`src/rtl/input_mapper.sv`:
```
// input_mapper: player-input front end between hps_io and the game core.
// Decodes PS/2 make/break events into per-key state for players 0 and 1,
// merges them with the joystick words, then applies opposing-direction
// cleaning, per-player autofire on button 0, coin pulse shaping and an
// inhibit gate. Every output is registered.
module input_mapper #(
  parameter int PLAYERS      = 2,
  parameter int BUTTONS      = 2,
  parameter int SOCD_NEUTRAL = 1,
  parameter int COIN_CYCLES  = 96000,
  parameter int AUTOFIRE_DIV = 800000
) (
  input  logic                             clk,
  input  logic                             reset,
  input  logic [10:0]                      ps2_key,
  input  logic [PLAYERS*(6+BUTTONS)-1:0]   joystick,
  input  logic [PLAYERS-1:0]               autofire_en,
  input  logic                             inhibit,
  output logic [4*PLAYERS-1:0]             dir,
  output logic [BUTTONS*PLAYERS-1:0]       buttons,
  output logic [PLAYERS-1:0]               start,
  output logic [PLAYERS-1:0]               coin
);

  localparam int JOY_W  = 6 + BUTTONS;
  localparam int KEY_W  = 2 * JOY_W;
  localparam int POS_W  = $clog2(KEY_W);
  localparam int COIN_W = $clog2(COIN_CYCLES + 1);
  localparam int AF_W   = $clog2(AUTOFIRE_DIV + 1);

  typedef enum logic {AF_IDLE,   AF_FIRE}    af_state_t;
  typedef enum logic {COIN_IDLE, COIN_PULSE} coin_state_t;

  // Bit position of a key inside the keyboard state (players 0 and 1,
  // laid out exactly like two joystick words).
  function automatic logic [POS_W-1:0] key_pos(input int pl, input int bit_idx);
    return POS_W'(pl * JOY_W + bit_idx);
  endfunction

  logic             r_old_toggle;
  logic             r_primed;
  logic [KEY_W-1:0] r_key;
  logic             w_event;
  logic             w_key_hit;
  logic [POS_W-1:0] w_key_pos;
  logic             w_unused;

  // The extended-code flag carries no meaning for this key map.
  assign w_unused = ps2_key[8];

  // A toggle change is one event, but only once the toggle has been
  // captured after reset, so a stale toggle level is never decoded.
  assign w_event = r_primed && (ps2_key[10] != r_old_toggle);

  // Scan code to keyboard-state bit; unlisted codes and buttons beyond
  // BUTTONS produce no hit.
  // NOTE: every always_comb output gets a default first so no path leaves it unassigned and infers a latch.
  always_comb begin
    w_key_hit = 1'b0;
    w_key_pos = '0;
    case (ps2_key[7:0])
      8'h74: begin w_key_hit = 1'b1;         w_key_pos = key_pos(0, 0);           end
      8'h6B: begin w_key_hit = 1'b1;         w_key_pos = key_pos(0, 1);           end
      8'h72: begin w_key_hit = 1'b1;         w_key_pos = key_pos(0, 2);           end
      8'h75: begin w_key_hit = 1'b1;         w_key_pos = key_pos(0, 3);           end
      8'h14: begin w_key_hit = 1'b1;         w_key_pos = key_pos(0, 4);           end
      8'h11: begin w_key_hit = (BUTTONS > 1); w_key_pos = key_pos(0, 5);          end
      8'h29: begin w_key_hit = (BUTTONS > 2); w_key_pos = key_pos(0, 6);          end
      8'h12: begin w_key_hit = (BUTTONS > 3); w_key_pos = key_pos(0, 7);          end
      8'h16: begin w_key_hit = 1'b1;         w_key_pos = key_pos(0, 4 + BUTTONS); end
      8'h2E: begin w_key_hit = 1'b1;         w_key_pos = key_pos(0, 5 + BUTTONS); end
      8'h34: begin w_key_hit = 1'b1;         w_key_pos = key_pos(1, 0);           end
      8'h23: begin w_key_hit = 1'b1;         w_key_pos = key_pos(1, 1);           end
      8'h2B: begin w_key_hit = 1'b1;         w_key_pos = key_pos(1, 2);           end
      8'h2D: begin w_key_hit = 1'b1;         w_key_pos = key_pos(1, 3);           end
      8'h1C: begin w_key_hit = 1'b1;         w_key_pos = key_pos(1, 4);           end
      8'h1B: begin w_key_hit = (BUTTONS > 1); w_key_pos = key_pos(1, 5);          end
      8'h15: begin w_key_hit = (BUTTONS > 2); w_key_pos = key_pos(1, 6);          end
      8'h1D: begin w_key_hit = (BUTTONS > 3); w_key_pos = key_pos(1, 7);          end
      8'h1E: begin w_key_hit = 1'b1;         w_key_pos = key_pos(1, 4 + BUTTONS); end
      8'h36: begin w_key_hit = 1'b1;         w_key_pos = key_pos(1, 5 + BUTTONS); end
      default: ;
    endcase
  end

  // Toggle tracker: follows ps2_key[10] every cycle, inhibit included.
  // NOTE: sequential state is assigned with <= so every flop samples pre-edge values regardless of statement order.
  always_ff @(posedge clk or posedge reset) begin
    if (reset) begin
      r_old_toggle <= 1'b0;
      r_primed     <= 1'b0;
    end else begin
      r_old_toggle <= ps2_key[10];
      r_primed     <= 1'b1;
    end
  end

  // Keyboard key state; inhibit wipes it and discards incoming events.
  // NOTE: the key state is a handful of flops, not a RAM, so it is reset like any other register.
  always_ff @(posedge clk or posedge reset) begin
    if (reset) begin
      r_key <= '0;
    end else if (inhibit) begin
      r_key <= '0;
    end else if (w_event && w_key_hit) begin
      r_key[w_key_pos] <= ps2_key[9];
    end
  end

  for (genvar p = 0; p < PLAYERS; p++) begin : g_player
    logic [JOY_W-1:0]   w_raw;
    logic [1:0]         w_lr;
    logic [1:0]         w_ud;
    logic [BUTTONS-1:0] w_btn_out;

    af_state_t          r_af_state,   w_af_state_nxt;
    logic               r_af_phase,   w_af_phase_nxt;
    logic [AF_W-1:0]    r_af_cnt,     w_af_cnt_nxt;
    logic               r_btn0_prev;

    coin_state_t        r_coin_state, w_coin_state_nxt;
    logic [COIN_W-1:0]  r_coin_cnt,   w_coin_cnt_nxt;
    logic               r_coin_prev;

    logic [3:0]         r_dir;
    logic [BUTTONS-1:0] r_btn;
    logic               r_start;
    logic               r_coin;

    if (p < 2) begin : g_kbd
      assign w_raw = joystick[p*JOY_W +: JOY_W] | r_key[p*JOY_W +: JOY_W];
    end else begin : g_joy
      assign w_raw = joystick[p*JOY_W +: JOY_W];
    end

    // Opposing directions cancel to neutral when cleaning is enabled.
    assign w_lr = (SOCD_NEUTRAL != 0 && (&w_raw[1:0])) ? 2'b00 : w_raw[1:0];
    assign w_ud = (SOCD_NEUTRAL != 0 && (&w_raw[3:2])) ? 2'b00 : w_raw[3:2];

    // Autofire next state: start firing on a btn0 rising edge, square
    // wave of AUTOFIRE_DIV cycles per half-period, stop on release.
    always_comb begin
      w_af_state_nxt = r_af_state;
      w_af_phase_nxt = r_af_phase;
      w_af_cnt_nxt   = r_af_cnt;
      if (inhibit || !autofire_en[p]) begin
        w_af_state_nxt = AF_IDLE;
        w_af_phase_nxt = 1'b0;
        w_af_cnt_nxt   = '0;
      end else begin
        case (r_af_state)
          AF_IDLE: begin
            if (w_raw[4] && !r_btn0_prev) begin
              w_af_state_nxt = AF_FIRE;
              w_af_phase_nxt = 1'b1;
              w_af_cnt_nxt   = '0;
            end
          end
          AF_FIRE: begin
            if (!w_raw[4]) begin
              w_af_state_nxt = AF_IDLE;
              w_af_phase_nxt = 1'b0;
              w_af_cnt_nxt   = '0;
            end else if (r_af_cnt == AF_W'(AUTOFIRE_DIV - 1)) begin
              w_af_cnt_nxt   = '0;
              w_af_phase_nxt = ~r_af_phase;
            end else begin
              w_af_cnt_nxt   = r_af_cnt + AF_W'(1);
            end
          end
          default: w_af_state_nxt = AF_IDLE;
        endcase
      end
    end

    // Coin next state: one COIN_CYCLES pulse per rising edge, edges
    // during a pulse ignored.
    always_comb begin
      w_coin_state_nxt = r_coin_state;
      w_coin_cnt_nxt   = r_coin_cnt;
      if (inhibit) begin
        w_coin_state_nxt = COIN_IDLE;
        w_coin_cnt_nxt   = '0;
      end else begin
        case (r_coin_state)
          COIN_IDLE: begin
            if (w_raw[5+BUTTONS] && !r_coin_prev) begin
              w_coin_state_nxt = COIN_PULSE;
              w_coin_cnt_nxt   = COIN_W'(COIN_CYCLES - 1);
            end
          end
          COIN_PULSE: begin
            if (r_coin_cnt == '0) begin
              w_coin_state_nxt = COIN_IDLE;
            end else begin
              w_coin_cnt_nxt   = r_coin_cnt - COIN_W'(1);
            end
          end
          default: w_coin_state_nxt = COIN_IDLE;
        endcase
      end
    end

    // Button word: btn0 replaced by the autofire phase when enabled.
    always_comb begin
      w_btn_out = w_raw[4 +: BUTTONS];
      if (autofire_en[p]) begin
        w_btn_out[0] = w_af_phase_nxt;
      end
    end

    // FSM registers. Edge-detect history is cleared under inhibit (and
    // under a disabled autofire) so an input still held afterwards is
    // seen as a fresh press.
    always_ff @(posedge clk or posedge reset) begin
      if (reset) begin
        r_af_state   <= AF_IDLE;
        r_af_phase   <= 1'b0;
        r_af_cnt     <= '0;
        r_btn0_prev  <= 1'b0;
        r_coin_state <= COIN_IDLE;
        r_coin_cnt   <= '0;
        r_coin_prev  <= 1'b0;
      end else begin
        r_af_state   <= w_af_state_nxt;
        r_af_phase   <= w_af_phase_nxt;
        r_af_cnt     <= w_af_cnt_nxt;
        r_btn0_prev  <= (inhibit || !autofire_en[p]) ? 1'b0 : w_raw[4];
        r_coin_state <= w_coin_state_nxt;
        r_coin_cnt   <= w_coin_cnt_nxt;
        r_coin_prev  <= inhibit ? 1'b0 : w_raw[5+BUTTONS];
      end
    end

    // Output register; inhibit forces everything low.
    always_ff @(posedge clk or posedge reset) begin
      if (reset) begin
        r_dir   <= '0;
        r_btn   <= '0;
        r_start <= 1'b0;
        r_coin  <= 1'b0;
      end else if (inhibit) begin
        r_dir   <= '0;
        r_btn   <= '0;
        r_start <= 1'b0;
        r_coin  <= 1'b0;
      end else begin
        r_dir   <= {w_ud, w_lr};
        r_btn   <= w_btn_out;
        r_start <= w_raw[4+BUTTONS];
        r_coin  <= (w_coin_state_nxt == COIN_PULSE);
      end
    end

    assign dir[4*p +: 4]             = r_dir;
    assign buttons[p*BUTTONS +: BUTTONS] = r_btn;
    assign start[p]                  = r_start;
    assign coin[p]                   = r_coin;
  end

endmodule

```
`config.mk`:
```
export PLATFORM = sky130hd
export DESIGN_NAME = input_mapper
export DESIGN_NICKNAME = d
export VERILOG_FILES = /design/src/rtl/input_mapper.sv
export SDC_FILE = /design/constraint.sdc
export NUM_CORES = 1
export LEC_CHECK = 0
export ABC_AREA = 0
export BUFFER_PORTS_ARGS = -buffer_cell sky130_fd_sc_hd__buf_2
export CAP_MARGIN = 20
export CORE_MARGIN = 2
export CORE_UTILIZATION = 32
export CTS_CLUSTER_DIAMETER = 120
export CTS_CLUSTER_SIZE = 40
export DETAILED_ROUTE_END_ITERATION = 16
export PLACE_DENSITY_LB_ADDON = 0.15
export RECOVER_POWER = 25
export SYNTH_ARGS = -nofsm -noshare
export SYNTH_HDL_FRONTEND = slang
export SYNTH_SLANG_ARGS = --single-unit
export TNS_END_PERCENT = 50
```
`constraint.sdc`:
```
create_clock -name clk -period 9.75 [get_ports clk]
set_input_delay 1.95 -clock clk [delete_from_list [all_inputs] [get_ports clk]]
set_output_delay 1.95 -clock clk [all_outputs]
set_load 0.01 [all_outputs]
```
==> results of run 1 <==
-- area by class of cell --
type	instances	area, µm²	area share [%]
Multi-Input combinational cell	559	3280	44.1
Clock inverter	11	161	2.17
Inverter	13	50.0	0.672
Timing Repair Buffer	52	285	3.83
Sequential cell	116	2900	39.0
Clock buffer	19	433	5.82
Tap cell	265	332	4.45
-- worst reg2reg max path, cell delays in order, from the launching register on --
cell                       delay (ps)
sky130_fd_sc_hd__dfrtp_1          460
sky130_fd_sc_hd__nor4_1           620
sky130_fd_sc_hd__nand4b_1         230
sky130_fd_sc_hd__o31ai_2          580
sky130_fd_sc_hd__nor2_1           340
sky130_fd_sc_hd__a22oi_1          250
sky130_fd_sc_hd__nor2_1            60
-- cells in the final DEF (no fill, tap or decap), types with 12 or more instances in the layout --
master	n
sky130_fd_sc_hd__xnor2_1	14
sky130_fd_sc_hd__nand4_1	12
sky130_fd_sc_hd__nor2_1	114
sky130_fd_sc_hd__buf_2	44
sky130_fd_sc_hd__dfrtp_1	116
sky130_fd_sc_hd__mux2i_1	17
sky130_fd_sc_hd__or3_1	15
sky130_fd_sc_hd__clkbuf_16	17
sky130_fd_sc_hd__inv_1	12
sky130_fd_sc_hd__a211oi_1	15
sky130_fd_sc_hd__nor3_1	28
sky130_fd_sc_hd__nand2_1	39
sky130_fd_sc_hd__nand2b_1	29
sky130_fd_sc_hd__a21oi_1	25
sky130_fd_sc_hd__nor4_1	17
sky130_fd_sc_hd__nand3_1	39
sky130_fd_sc_hd__o21ai_0	60
-- registers in the layout (all words and copies together), names as in the netlist, 2 cells and up --
| name | cells |
|---|---|
| g_player.r_af_cnt | 40 |
| g_player.r_coin_cnt | 34 |
| r_key | 16 |
| g_player.r_dir | 8 |
| g_player.r_btn | 4 |
| g_player.r_af_phase | 2 |
| g_player.r_af_state | 2 |
| g_player.r_btn0_prev | 2 |
| g_player.r_coin | 2 |
| g_player.r_coin_prev | 2 |
| g_player.r_start | 2 |
-- final timing paths --
check / startpoint / cells after the start / slack (ps) / endpoint
max: inhibit / 7 / 4240 / g_player[0].r_af_cnt[3]
min: r_key[11] / 1 / 470 / g_player[1].r_dir[2]
max reg2reg: g_player[1].r_coin_cnt[10] / 6 / 6980 / g_player[1].r_coin_cnt[15]
min reg2reg: r_key[11] / 1 / 470 / g_player[1].r_dir[2]
max in group asynchronous: reset / 4 / 6310 / g_player[0].r_coin_cnt[5]
min in group asynchronous: reset / 2 / 1920 / g_player[1].r_af_cnt[2]
-- power groups by stage --
stage | Combinational (W) | Clock, W | Sequential (W)
4_1_cts | 0.000139 | 0.000654 | 0.000523
2_1_floorplan | 0.000107 | 0 | 0.000525
3_3_place_gp | 0.000137 | 0 | 0.000531
6_report | 0.000139 | 0.000641 | 0.000523
5_1_grt | 0.000159 | 0.000674 | 0.000527
3_5_place_dp | 0.000139 | 0 | 0.000531
-- per-layer routing --
layer  track usage (%)  wire length (µm)  up-vias
li1                  -                 -     2700
met1              19.9              7340     2643
met2              23.6              7270      101
met3              3.45               523       12
met4              4.07               112        0
met5                 0                 0        -
-- cells in the mapped netlist, types with 3 or more instances --
cell type / number
sky130_fd_sc_hd__a31oi_1: 8
sky130_fd_sc_hd__dfrtp_1: 116
sky130_fd_sc_hd__o41ai_1: 6
sky130_fd_sc_hd__clkbuf_8: 3
sky130_fd_sc_hd__inv_1: 13
sky130_fd_sc_hd__or2_2: 5
sky130_fd_sc_hd__a211oi_1: 15
sky130_fd_sc_hd__a2111oi_0: 3
sky130_fd_sc_hd__a311oi_1: 10
sky130_fd_sc_hd__ha_1: 6
sky130_fd_sc_hd__nor2_1: 114
sky130_fd_sc_hd__buf_2: 8
sky130_fd_sc_hd__o21a_1: 3
sky130_fd_sc_hd__nand2b_1: 29
sky130_fd_sc_hd__xnor2_1: 14
sky130_fd_sc_hd__o21ai_0: 60
sky130_fd_sc_hd__buf_4: 4
sky130_fd_sc_hd__mux2i_1: 17
sky130_fd_sc_hd__nand4b_1: 4
sky130_fd_sc_hd__a21oi_1: 25
sky130_fd_sc_hd__or3b_2: 4
sky130_fd_sc_hd__xor2_1: 7
sky130_fd_sc_hd__or3_1: 15
sky130_fd_sc_hd__nand4_1: 12
sky130_fd_sc_hd__and3_1: 9
sky130_fd_sc_hd__clkbuf_1: 25
sky130_fd_sc_hd__nand2_1: 39
sky130_fd_sc_hd__o31ai_1: 10
sky130_fd_sc_hd__nor4_1: 17
sky130_fd_sc_hd__nor3_1: 28
sky130_fd_sc_hd__nand3b_1: 5
sky130_fd_sc_hd__and2_1: 3
sky130_fd_sc_hd__o21ai_1: 3
sky130_fd_sc_hd__nand3_1: 39
sky130_fd_sc_hd__o211ai_1: 7
sky130_fd_sc_hd__nor2b_1: 7
-- through the flow --
stage / total power (W) / cells / utilization [%] / hold WS, ps
after global routing: 0.00136 / 1035 / 38.0 / 485
final: 0.00130 / 1035 / 38.0 / 472
after detailed placement: 0.000669 / 1004 / 34.9 / 463
after CTS: 0.00132 / 1034 / 37.9 / 466
after floorplan: 0.000632 / 728 / - / 418
after global placement: 0.000668 / 1004 / 34.9 / 451
-- logic make-up (layout without fill, tap and decap cells) --
family	count (synthesis)	count (layout)	share of synthesized area, %
AND/OR/NAND/NOR	345	345	27.4
other	1	1	0.0583
multiplexers	17	17	2.64
flip-flops	116	116	45.1
XOR/XNOR	21	21	2.86
adder cells (fa/ha/maj)	6	6	1.17
buffers and inverters	53	95	3.95
AO/OA/AOI/OAI	169	169	16.8
==> impl_metrics.xml, run 1 <==
<?xml version="1.0" encoding="UTF-8"?>
<metrics>
  <group name="synth">
    <metric name="ys.flop_type" unit="">sky130_fd_sc_hd__dfrtp_1</metric>
    <metric name="synth.top_cells.by_area" unit="">sky130_fd_sc_hd__dfrtp_1, sky130_fd_sc_hd__nor2_1, sky130_fd_sc_hd__o21ai_0</metric>
    <metric name="yosysWarningCount" unit="">0</metric>
    <metric name="yosysSeqAreaShare" unit="%">45.1</metric>
    <metric name="synth.lib_cells_used.distinct" unit="">61</metric>
    <metric name="post_synth_instance_area" unit="mm²">0.00644</metric>
    <metric name="synth-edff-count" unit="">0</metric>
    <metric name="synth_seq_cells" unit="">116</metric>
    <metric name="synth_area_per_cell" unit="µm²">8.84</metric>
    <metric name="synth.net_count" unit="">766</metric>
    <metric name="asyncSetResetFlopFracSynth" unit="%">100</metric>
    <metric name="synth_area_leader_cell" unit="">sky130_fd_sc_hd__dfrtp_1</metric>
    <metric name="proportion_of_netlist_area_held_by_the_largest_area_contributor" unit="%">45.1</metric>
    <metric name="synthCells" unit="">728</metric>
  </group>
  <group name="finish">
    <metric name="final_area" unit="mm²">0.00744</metric>
    <metric name="layout.nets" unit="">797</metric>
    <metric name="drive_above_1_share" unit="%">12.3</metric>
    <metric name="layout-area-overhead-vs-synth" unit="%">15.6</metric>
    <metric name="num_antenna_cells" unit="">0</metric>
    <metric name="fillerInstances" unit="">2004</metric>
  </group>
  <group name="floorplan">
    <metric name="ioPinCount" unit="">48</metric>
    <metric name="initial_core_utilization" unit="%">32.9</metric>
    <metric name="die_height" unit="µm">146</metric>
    <metric name="core_area" unit="mm²">0.0196</metric>
    <metric name="rows" unit="">51</metric>
    <metric name="die-width" unit="µm">146</metric>
    <metric name="die_area" unit="mm²">0.0213</metric>
  </group>
  <group name="power">
    <metric name="power.static_leakage" unit="nW">3.11</metric>
    <metric name="p_int" unit="W">0.000975</metric>
    <metric name="p_sw_share" unit="%">25.2</metric>
    <metric name="p_switching" unit="W">0.000329</metric>
    <metric name="power_per_cell_area" unit="mW/mm²">175</metric>
    <metric name="vdd_drop_max" unit="mV">0.127</metric>
    <metric name="pwr-share-clk" unit="%">49.2</metric>
    <metric name="seq_pwr_share" unit="%">40.2</metric>
    <metric name="power.share.combinational" unit="%">10.7</metric>
  </group>
  <group name="critical_path">
    <metric name="worstSetupEndpointType" unit="">flop</metric>
    <metric name="worstSetupPathType" unit="">in2reg</metric>
    <metric name="startpoint_type" unit="">primary input</metric>
    <metric name="path_common_cell" unit="">sky130_fd_sc_hd__nor2_1</metric>
    <metric name="cp_cell_sequence" unit="">buf_2, clkbuf_1, nand2b_1, nor2_1, and3_1, nor2_1, nor2_1</metric>
    <metric name="critical_path_arrival" unit="ps">5760</metric>
    <metric name="timing.critical_path.buf_inv" unit="">2</metric>
    <metric name="cpLargestDelayFamily" unit="">buffers and inverters</metric>
    <metric name="cp_data_required_time" unit="ps">10000</metric>
    <metric name="crit_path_max_fanout" unit="">71</metric>
    <metric name="crit_path_top_delay_cell" unit="">sky130_fd_sc_hd__clkbuf_1</metric>
    <metric name="max_stage_delay" unit="ps">2120</metric>
  </group>
  <group name="placed_design">
    <metric name="dpl.hpwl" unit="µm">10300</metric>
    <metric name="io_buffer_count" unit="">46</metric>
    <metric name="finalWeightedCongestion" unit="">0.858</metric>
    <metric name="detailed_place.area" unit="mm²">0.00683</metric>
    <metric name="placement.setup.worst_slack" unit="ps">5420</metric>
  </group>
  <group name="drt">
    <metric name="via_density" unit="">5.27</metric>
    <metric name="firstDrtPassIters" unit="">6</metric>
    <metric name="ant_nets" unit="">0</metric>
    <metric name="routed-via-count" unit="">5456</metric>
    <metric name="detail_route.wl_per_cell" unit="µm">14.7</metric>
    <metric name="drt-initial-drc-count" unit="">409</metric>
    <metric name="total_length_of_routed_wires" unit="µm">15200</metric>
    <metric name="drc" unit="">0</metric>
  </group>
  <group name="grt">
    <metric name="grt_remaining_overflow" unit="">0</metric>
    <metric name="grt_max_degree" unit="">79</metric>
    <metric name="gr-usage-all-layers" unit="%">14.7</metric>
    <metric name="first_global_vias" unit="">5235</metric>
    <metric name="grt_antenna_before_repair" unit="">0</metric>
    <metric name="grt_first_pass_wirelength" unit="µm">26000</metric>
  </group>
  <group name="clock_tree">
    <metric name="post-cts-setup-buffer-count" unit="">0</metric>
    <metric name="clock_sink_count" unit="">116</metric>
    <metric name="cts.clk_slew.worst_paths" unit="ps">60</metric>
    <metric name="number_of_cells_upsized_or_downsized_after_cts" unit="">0</metric>
    <metric name="htreeDepth" unit="">4</metric>
    <metric name="ctsHoldBuffers" unit="">0</metric>
    <metric name="clk_root_buffer_cell" unit="">sky130_fd_sc_hd__clkbuf_16</metric>
    <metric name="cts_buffer_count" unit="">17</metric>
    <metric name="cts_buffer_depth" unit="">2</metric>
    <metric name="tritoncts" unit="">built</metric>
    <metric name="clk-insertion-delay-late" unit="ps">410</metric>
  </group>
  <group name="timing">
    <metric name="period_needed" unit="ps">5510</metric>
    <metric name="timing.final.max_slew_violations" unit="">112</metric>
    <metric name="unrepaired_setup_endpoints_after_global_routing" unit="">false</metric>
    <metric name="slew_headroom" unit="%">-102</metric>
    <metric name="final_min_period_over_clock_period" unit="%">56.5</metric>
    <metric name="final.setup.worst_slack" unit="ps">4240</metric>
    <metric name="finalHoldViolations" unit="">0</metric>
    <metric name="finalSetupTns" unit="ps">0</metric>
    <metric name="tightest_slew" unit="ps">3030</metric>
    <metric name="maxClockFrequency" unit="GHz">0.181</metric>
    <metric name="fin_worst_skew" unit="ps">11.2</metric>
    <metric name="report.final.setup_viol" unit="">0</metric>
  </group>
  <group name="worst_hold_path">
    <metric name="hp-class" unit="">reg2reg</metric>
  </group>
  <group name="status">
    <metric name="run_status" unit="">finished with violations</metric>
    <metric name="violated_checks" unit="">capacitance limit, slew limit</metric>
  </group>
  <group name="run">
    <metric name="max-cap-violations" unit="">2</metric>
  </group>
</metrics>
Note: power is estimated with default switching activity, not from simulation.
==> inputs of run 2 (changes only) <==
- clock period: 9.75 -> 5.6 ns (I/O delays scaled with it)
==> run 2 against run 1 <==
Net effect:
- the flow now finishes without violations
- global-route usage up 0.30 points
- sequential share of layout area is 0.072 points lower
- count of clock-buffer cells in the layout up 5
- via count rose by 1.4%
- worst hold slack got worse by 8.6 ps
- clock power up 70%
- core utilization rose by 0.070 points
- clock skew shrank 3.1 ps
- final area rose by 0.18%
- power is 72% higher
==> impl_metrics.xml, run 2 (synthesis gave the netlist of run 1 again) <==
<?xml version="1.0" encoding="UTF-8"?>
<metrics>
  <group name="worst_hold_path">
    <metric name="holdPathStages" unit="">1</metric>
    <metric name="hold_wc_startpoint" unit="">r_key[11]</metric>
    <metric name="hp-class" unit="">reg2reg</metric>
    <metric name="holdPathEnd" unit="">g_player[1].r_dir[2]</metric>
  </group>
  <group name="timing">
    <metric name="timing.final.max_slew_violations" unit="">0</metric>
    <metric name="maxClockFrequency" unit="GHz">0.328</metric>
    <metric name="final_min_period_over_clock_period" unit="%">54.5</metric>
    <metric name="period_needed" unit="ps">3050</metric>
    <metric name="unrepaired_setup_endpoints_after_global_routing" unit="">false</metric>
    <metric name="fin_worst_skew" unit="ps">8.10</metric>
    <metric name="finalSetupTns" unit="ps">0</metric>
    <metric name="hold_slack" unit="ps">463</metric>
    <metric name="slew_headroom" unit="%">16.7</metric>
    <metric name="finalHoldViolations" unit="">0</metric>
    <metric name="report.final.setup_viol" unit="">0</metric>
    <metric name="tightest_slew" unit="ps">1240</metric>
  </group>
  <group name="finish">
    <metric name="largest_register_ff_count" unit="">40</metric>
    <metric name="drive_above_1_share" unit="%">13.0</metric>
    <metric name="top_regs" unit="">g_player.r_af_cnt x40, g_player.r_coin_cnt x34, r_key x16</metric>
    <metric name="layout-area-overhead-vs-synth" unit="%">15.9</metric>
    <metric name="final_common_cell" unit="">sky130_fd_sc_hd__dfrtp_1</metric>
    <metric name="layout.nets" unit="">797</metric>
    <metric name="final_cell_mix" unit="">sky130_fd_sc_hd__dfrtp_1, sky130_fd_sc_hd__nor2_1, sky130_fd_sc_hd__o21ai_0, sky130_fd_sc_hd__buf_2</metric>
    <metric name="final_core_utilization" unit="%">38.1</metric>
    <metric name="num_antenna_cells" unit="">0</metric>
    <metric name="final_area" unit="mm²">0.00746</metric>
    <metric name="regMostFlops" unit="">g_player.r_af_cnt</metric>
  </group>
  <group name="grt">
    <metric name="first_global_vias" unit="">5357</metric>
    <metric name="gr-usage-all-layers" unit="%">15.0</metric>
    <metric name="grt_first_pass_wirelength" unit="µm">26400</metric>
    <metric name="grt_antenna_before_repair" unit="">0</metric>
    <metric name="grt_max_degree" unit="">80</metric>
    <metric name="grt_remaining_overflow" unit="">0</metric>
  </group>
  <group name="critical_path">
    <metric name="max_stage_delay" unit="ps">790</metric>
    <metric name="cp_data_required_time" unit="ps">5870</metric>
    <metric name="worstSetupPathType" unit="">in2reg</metric>
    <metric name="cp_cell_sequence" unit="">buf_2, or3b_2, a2111oi_0, nor3_1, nand4_1, nand4_1, mux2i_1</metric>
    <metric name="crit_path_max_fanout" unit="">13</metric>
    <metric name="crit_path_top_delay_cell" unit="">sky130_fd_sc_hd__a2111oi_0</metric>
    <metric name="reg2reg_to" unit="">g_player[1].r_coin_cnt[3]</metric>
    <metric name="critical_path_arrival" unit="ps">3320</metric>
    <metric name="worstSetupEndpointType" unit="">flop</metric>
    <metric name="startpoint_type" unit="">primary input</metric>
    <metric name="rrSetupSlack" unit="ps">2850</metric>
    <metric name="cpLargestDelayFamily" unit="">simple AND/OR/NAND/NOR gates</metric>
    <metric name="ff2ff_path_depth" unit="">5</metric>
    <metric name="timing.critical_path.buf_inv" unit="">1</metric>
    <metric name="r2r_startpoint" unit="">g_player[1].r_coin_cnt[10]</metric>
    <metric name="path_common_cell" unit="">sky130_fd_sc_hd__nand4_1</metric>
  </group>
  <group name="clock_tree">
    <metric name="cts_buffer_count" unit="">17</metric>
    <metric name="cts_buffer_depth" unit="">2</metric>
    <metric name="ctsHoldBuffers" unit="">0</metric>
    <metric name="cts.clk_slew.worst_paths" unit="ps">60</metric>
    <metric name="clock_sink_count" unit="">116</metric>
    <metric name="tritoncts" unit="">built</metric>
    <metric name="clk-insertion-delay-late" unit="ps">410</metric>
    <metric name="clk_root_buffer_cell" unit="">sky130_fd_sc_hd__clkbuf_16</metric>
    <metric name="post-cts-setup-buffer-count" unit="">0</metric>
    <metric name="number_of_cells_upsized_or_downsized_after_cts" unit="">0</metric>
    <metric name="htreeDepth" unit="">4</metric>
  </group>
  <group name="power">
    <metric name="power.static_leakage" unit="nW">3.11</metric>
    <metric name="post-layout-total-power" unit="W">0.00224</metric>
    <metric name="power_per_cell_area" unit="mW/mm²">301</metric>
    <metric name="vdd_drop_max" unit="mV">0.229</metric>
  </group>
  <group name="placed_design">
    <metric name="finalWeightedCongestion" unit="">0.842</metric>
    <metric name="detailed_place.area" unit="mm²">0.00683</metric>
    <metric name="io_buffer_count" unit="">46</metric>
    <metric name="dpl.hpwl" unit="µm">10400</metric>
  </group>
  <group name="drt">
    <metric name="drt-initial-drc-count" unit="">334</metric>
    <metric name="ant_nets" unit="">0</metric>
    <metric name="drc" unit="">0</metric>
    <metric name="firstDrtPassIters" unit="">5</metric>
    <metric name="total_length_of_routed_wires" unit="µm">15300</metric>
    <metric name="routed-via-count" unit="">5530</metric>
    <metric name="detail_route.wl_per_cell" unit="µm">14.8</metric>
    <metric name="via_density" unit="">5.33</metric>
  </group>
  <group name="floorplan">
    <metric name="ioPinCount" unit="">48</metric>
    <metric name="die_height" unit="µm">146</metric>
    <metric name="core_area" unit="mm²">0.0196</metric>
    <metric name="die_area" unit="mm²">0.0213</metric>
    <metric name="initial_core_utilization" unit="%">32.9</metric>
    <metric name="die-width" unit="µm">146</metric>
    <metric name="rows" unit="">51</metric>
  </group>
  <group name="status">
    <metric name="run_status" unit="">completed</metric>
  </group>
  <group name="run">
    <metric name="max-cap-violations" unit="">0</metric>
  </group>
</metrics>
[run 2: worst max path at each step]
stage                    start  slack, ps  cells after the start                      end
finish              ps2_key[4]       2550                      7                r_key[11]
global route        ps2_key[4]       2450                      7                 r_key[5]
CTS                 ps2_key[4]       2650                      7                 r_key[5]
detailed placement  ps2_key[4]       2210                      7                 r_key[5]
global placement    ps2_key[4]       2240                      7                 r_key[5]
floorplan                reset       1410                      1  g_player[0].r_af_cnt[0]
[run 2: metrics by stage]
stage	instances	worst slack (ps)
5_1_grt	1037	2450
3_3_place_gp	1004	2240
6_report	1037	2550
4_1_cts	1036	2650
2_1_floorplan	728	1410
3_5_place_dp	1004	2210
[run 2: layer usage]
| layer | wire length, µm | part of all wire (%) | global-route usage, % | up-vias |
|---|---|---|---|---|
| met1 | 7350 | 48 | 19.9 | 2709 |
| met5 | 0 | 0 | 0 | - |
| met4 | 141 | 0.92 | 4.41 | 0 |
| met3 | 493 | 3.2 | 3.64 | 11 |
| met2 | 7330 | 48 | 24.4 | 106 |
| li1 | - | - | - | 2704 |
[run 2: power breakdown]
group          total [W]  switching (W)  internal (W)
logic           0.000242       0.000153     0.0000889
clock network    0.00109       0.000377      0.000711
registers       0.000912      0.0000390      0.000873
[run 2: area by class of cell]
class | instances | area (µm²)
Sequential cell | 116 | 2900
Tap cell | 265 | 332
Clock inverter | 8 | 97.6
Clock buffer | 24 | 502
Timing Repair Buffer | 52 | 294
Multi-Input combinational cell | 559 | 3280
Inverter | 13 | 50.0
Fill cell | 1996 | 12100
==> inputs of run 3 (changes only) <==
- ABC_AREA: 0 -> 1
- clock period: 5.6 -> 3.1 ns (I/O delays scaled with it)
==> run 3 against run 2 <==
Net effect:
- sequential share of layout area shrank 2.4 points
- cell count increased by 24%
- sequential power rose by 78%
- via count grew 7.6%
- worst setup slack worse by 1600 ps
- count of clock-buffer cells in the layout fell by 3
- first-iteration DRC count down 7.8%
- synthesized area rose by 6.9%
- die area increased by 6.7%
- core utilization down 0.34 points
- critical path type unchanged
- largest power group unchanged
==> impl_metrics.xml, run 3 <==
<?xml version="1.0" encoding="UTF-8"?>
<metrics>
  <group name="finish">
    <metric name="final_area" unit="mm²">0.00796</metric>
    <metric name="layout-area-overhead-vs-synth" unit="%">15.6</metric>
    <metric name="final_common_cell" unit="">sky130_fd_sc_hd__nand2_1</metric>
    <metric name="final_cell_mix" unit="">sky130_fd_sc_hd__nand2_1, sky130_fd_sc_hd__inv_1, sky130_fd_sc_hd__nor2_1, sky130_fd_sc_hd__dfrtp_1, sky130_fd_sc_hd__o21ai_0</metric>
    <metric name="final_core_utilization" unit="%">37.7</metric>
    <metric name="layout.nets" unit="">1039</metric>
    <metric name="drive_above_1_share" unit="%">13.7</metric>
    <metric name="num_antenna_cells" unit="">0</metric>
    <metric name="top_regs" unit="">g_player.r_af_cnt x40, g_player.r_coin_cnt x34, r_key x16</metric>
    <metric name="largest_register_ff_count" unit="">40</metric>
    <metric name="regMostFlops" unit="">g_player.r_af_cnt</metric>
  </group>
  <group name="synth">
    <metric name="largest_family_of_logic_cells_by_synthesized_area" unit="">simple AND/OR/NAND/NOR gates</metric>
    <metric name="synth.top_cells.by_area" unit="">sky130_fd_sc_hd__dfrtp_1, sky130_fd_sc_hd__nand2_1, sky130_fd_sc_hd__inv_1</metric>
    <metric name="synth-compound-area-share" unit="%">9.33</metric>
    <metric name="synthesized_area_fraction_occupied_by_xor_and_xnor_cells" unit="%">3.05</metric>
    <metric name="synthCells" unit="">949</metric>
    <metric name="yosysWarningCount" unit="">0</metric>
    <metric name="synth.cells.most_frequent" unit="">sky130_fd_sc_hd__nand2_1, sky130_fd_sc_hd__inv_1, sky130_fd_sc_hd__nor2_1</metric>
    <metric name="synth.lib_cells_used.distinct" unit="">38</metric>
    <metric name="synth_area_leader_cell" unit="">sky130_fd_sc_hd__dfrtp_1</metric>
    <metric name="proportion_of_netlist_area_held_by_the_largest_area_contributor" unit="%">42.2</metric>
    <metric name="most_numerous_cell_in_the_yosys_netlist" unit="">sky130_fd_sc_hd__nand2_1</metric>
    <metric name="synth.net_count" unit="">987</metric>
    <metric name="synth-simple-area-share" unit="%">34.5</metric>
    <metric name="ys.flop_type" unit="">sky130_fd_sc_hd__dfrtp_1</metric>
    <metric name="yosysSeqAreaShare" unit="%">42.2</metric>
    <metric name="asyncSetResetFlopFracSynth" unit="%">100</metric>
    <metric name="muxShareOfSynthArea" unit="%">0</metric>
    <metric name="adder_cell_share_of_the_synthesized_area" unit="%">1.09</metric>
    <metric name="synth_area_per_cell" unit="µm²">7.25</metric>
    <metric name="synth-edff-count" unit="">0</metric>
    <metric name="synth_seq_cells" unit="">116</metric>
    <metric name="post_synth_instance_area" unit="mm²">0.00688</metric>
  </group>
  <group name="clock_tree">
    <metric name="cts.clk_slew.worst_paths" unit="ps">60</metric>
    <metric name="clock_sink_count" unit="">116</metric>
    <metric name="tritoncts" unit="">built</metric>
    <metric name="number_of_cells_upsized_or_downsized_after_cts" unit="">0</metric>
    <metric name="ctsHoldBuffers" unit="">0</metric>
    <metric name="post-cts-setup-buffer-count" unit="">0</metric>
    <metric name="clk_root_buffer_cell" unit="">sky130_fd_sc_hd__clkbuf_16</metric>
    <metric name="cts_buffer_count" unit="">17</metric>
    <metric name="htreeDepth" unit="">4</metric>
    <metric name="cts_buffer_depth" unit="">2</metric>
    <metric name="clk-insertion-delay-late" unit="ps">410</metric>
  </group>
  <group name="critical_path">
    <metric name="max_stage_delay" unit="ps">630</metric>
    <metric name="crit_path_top_delay_cell" unit="">sky130_fd_sc_hd__clkbuf_1</metric>
    <metric name="cp_data_required_time" unit="ps">3400</metric>
    <metric name="rrSetupSlack" unit="ps">1090</metric>
    <metric name="timing.critical_path.buf_inv" unit="">4</metric>
    <metric name="worstSetupPathType" unit="">in2reg</metric>
    <metric name="worstSetupEndpointType" unit="">flop</metric>
    <metric name="crit_path_max_fanout" unit="">20</metric>
    <metric name="cpLargestDelayFamily" unit="">buffers and inverters</metric>
    <metric name="cp_cell_sequence" unit="">clkbuf_1, inv_1, buf_4, nand2_1, nand3_1, nand2_1, inv_1</metric>
    <metric name="startpoint_type" unit="">primary input</metric>
    <metric name="critical_path_arrival" unit="ps">2490</metric>
  </group>
  <group name="timing">
    <metric name="finalHoldViolations" unit="">0</metric>
    <metric name="maxClockFrequency" unit="GHz">0.458</metric>
    <metric name="timing.final.max_slew_violations" unit="">0</metric>
    <metric name="report.final.setup_viol" unit="">0</metric>
    <metric name="final_min_period_over_clock_period" unit="%">70.5</metric>
    <metric name="slew_headroom" unit="%">42.7</metric>
    <metric name="finalSetupTns" unit="ps">0</metric>
    <metric name="tightest_slew" unit="ps">859</metric>
    <metric name="unrepaired_setup_endpoints_after_global_routing" unit="">false</metric>
    <metric name="fin_worst_skew" unit="ps">6.46</metric>
    <metric name="period_needed" unit="ps">2180</metric>
    <metric name="hold_slack" unit="ps">308</metric>
  </group>
  <group name="status">
    <metric name="run_status" unit="">completed</metric>
  </group>
  <group name="power">
    <metric name="p_switching" unit="W">0.00105</metric>
    <metric name="power.share.combinational" unit="%">11.5</metric>
    <metric name="post-layout-total-power" unit="W">0.00398</metric>
    <metric name="p_sw_share" unit="%">26.4</metric>
    <metric name="p_int" unit="W">0.00293</metric>
    <metric name="seq_pwr_share" unit="%">40.7</metric>
    <metric name="power.static_leakage" unit="nW">4.03</metric>
    <metric name="pwr-share-clk" unit="%">47.8</metric>
    <metric name="vdd_drop_max" unit="mV">0.283</metric>
    <metric name="power_per_cell_area" unit="mW/mm²">500</metric>
  </group>
  <group name="grt">
    <metric name="gr-usage-all-layers" unit="%">15.3</metric>
    <metric name="grt_first_pass_wirelength" unit="µm">27700</metric>
    <metric name="grt_remaining_overflow" unit="">0</metric>
    <metric name="gr-max-usage-layer" unit="">met2</metric>
    <metric name="globalRouteMet3Util" unit="%">2.73</metric>
    <metric name="first_global_vias" unit="">5640</metric>
    <metric name="grt_antenna_before_repair" unit="">0</metric>
    <metric name="groute.layer.met2.usage" unit="%">24.4</metric>
    <metric name="grt_max_degree" unit="">67</metric>
    <metric name="met1_layer_usage_reported_by_global_route" unit="%">20.9</metric>
  </group>
  <group name="drt">
    <metric name="firstDrtPassIters" unit="">5</metric>
    <metric name="drc" unit="">0</metric>
    <metric name="via_density" unit="">4.62</metric>
    <metric name="total_length_of_routed_wires" unit="µm">16100</metric>
    <metric name="routed-via-count" unit="">5951</metric>
    <metric name="detail_route.wl_per_cell" unit="µm">12.5</metric>
    <metric name="drt-initial-drc-count" unit="">308</metric>
    <metric name="ant_nets" unit="">0</metric>
  </group>
  <group name="placed_design">
    <metric name="finalWeightedCongestion" unit="">0.832</metric>
    <metric name="io_buffer_count" unit="">46</metric>
    <metric name="dpl.hpwl" unit="µm">11600</metric>
    <metric name="detailed_place.area" unit="mm²">0.00740</metric>
  </group>
  <group name="floorplan">
    <metric name="core_area" unit="mm²">0.0211</metric>
    <metric name="rows" unit="">53</metric>
    <metric name="die_area" unit="mm²">0.0227</metric>
    <metric name="die-width" unit="µm">151</metric>
    <metric name="ioPinCount" unit="">48</metric>
    <metric name="initial_core_utilization" unit="%">32.6</metric>
    <metric name="die_height" unit="µm">151</metric>
  </group>
  <group name="run">
    <metric name="max-cap-violations" unit="">0</metric>
  </group>
  <group name="worst_hold_path">
    <metric name="hp-class" unit="">in2async</metric>
  </group>
</metrics>
==> run 3: power by group through the flow <==
stage	combinational [W]	sequential (W)	clock [W]
6_report	0.000457	0.00162	0.00190
5_1_grt	0.000530	0.00163	0.00202
4_1_cts	0.000464	0.00162	0.00196
3_5_place_dp	0.000461	0.00165	0
3_3_place_gp	0.000462	0.00165	0
2_1_floorplan	0.000335	0.00164	0
==> run 3: area by class of cell <==
cell class	count	area [µm²]
Timing Repair Buffer	54	297
Clock buffer	21	460
Tap cell	275	344
Multi-Input combinational cell	668	3300
Fill cell	2261	13100
Inverter	144	542
Sequential cell	116	2900
Clock inverter	11	109
==> run 3: path summary, 6_finish.rpt <==
path                                         start                   endpoint  cells after the start
max                                        inhibit                   r_key[0]                      7
min                                          reset    g_player[0].r_af_cnt[7]                      2
max reg2reg                g_player[0].r_af_cnt[0]   g_player[0].r_af_cnt[18]                     10
min reg2reg                g_player[1].r_btn0_prev     g_player[1].r_af_state                      1
max in group asynchronous                    reset  g_player[1].r_coin_cnt[2]                      3
min in group clk                       ps2_key[10]               r_old_toggle                      1
==> run 3: kinds of logic after synthesis <==
family	Yosys count
XOR/XNOR	24
buffers and inverters	165
other	1
adder cells (fa/ha/maj)	6
AO/OA/AOI/OAI	120
flip-flops	116
AND/OR/NAND/NOR	517
==> run 3: metal layers <==
layer  wire (µm)  up-vias
met5           0        -
met4         247        0
met3         387       16
met2        7330       73
met1        8140     2733
li1            -     3129
==> run 3: stage by stage <==
stage / worst slack [ps] / instances
global placement: 800 / 1257
floorplan: 1070 / 949
CTS: 1070 / 1289
finish: 915 / 1289
detailed placement: 782 / 1257
global route: 638 / 1289
==> run 3: worst register-to-register path: stages (launching register included) <==
cell and delay [ps]:
sky130_fd_sc_hd__dfrtp_1 380, sky130_fd_sc_hd__ha_1 180, sky130_fd_sc_hd__nand2_1 50, sky130_fd_sc_hd__inv_1 60, sky130_fd_sc_hd__nand4_1 120, sky130_fd_sc_hd__nor2_2 250, sky130_fd_sc_hd__nand4_1 180, sky130_fd_sc_hd__nand2_1 220
sky130_fd_sc_hd__nand2_2 120, sky130_fd_sc_hd__inv_2 230, sky130_fd_sc_hd__nor2_1 90
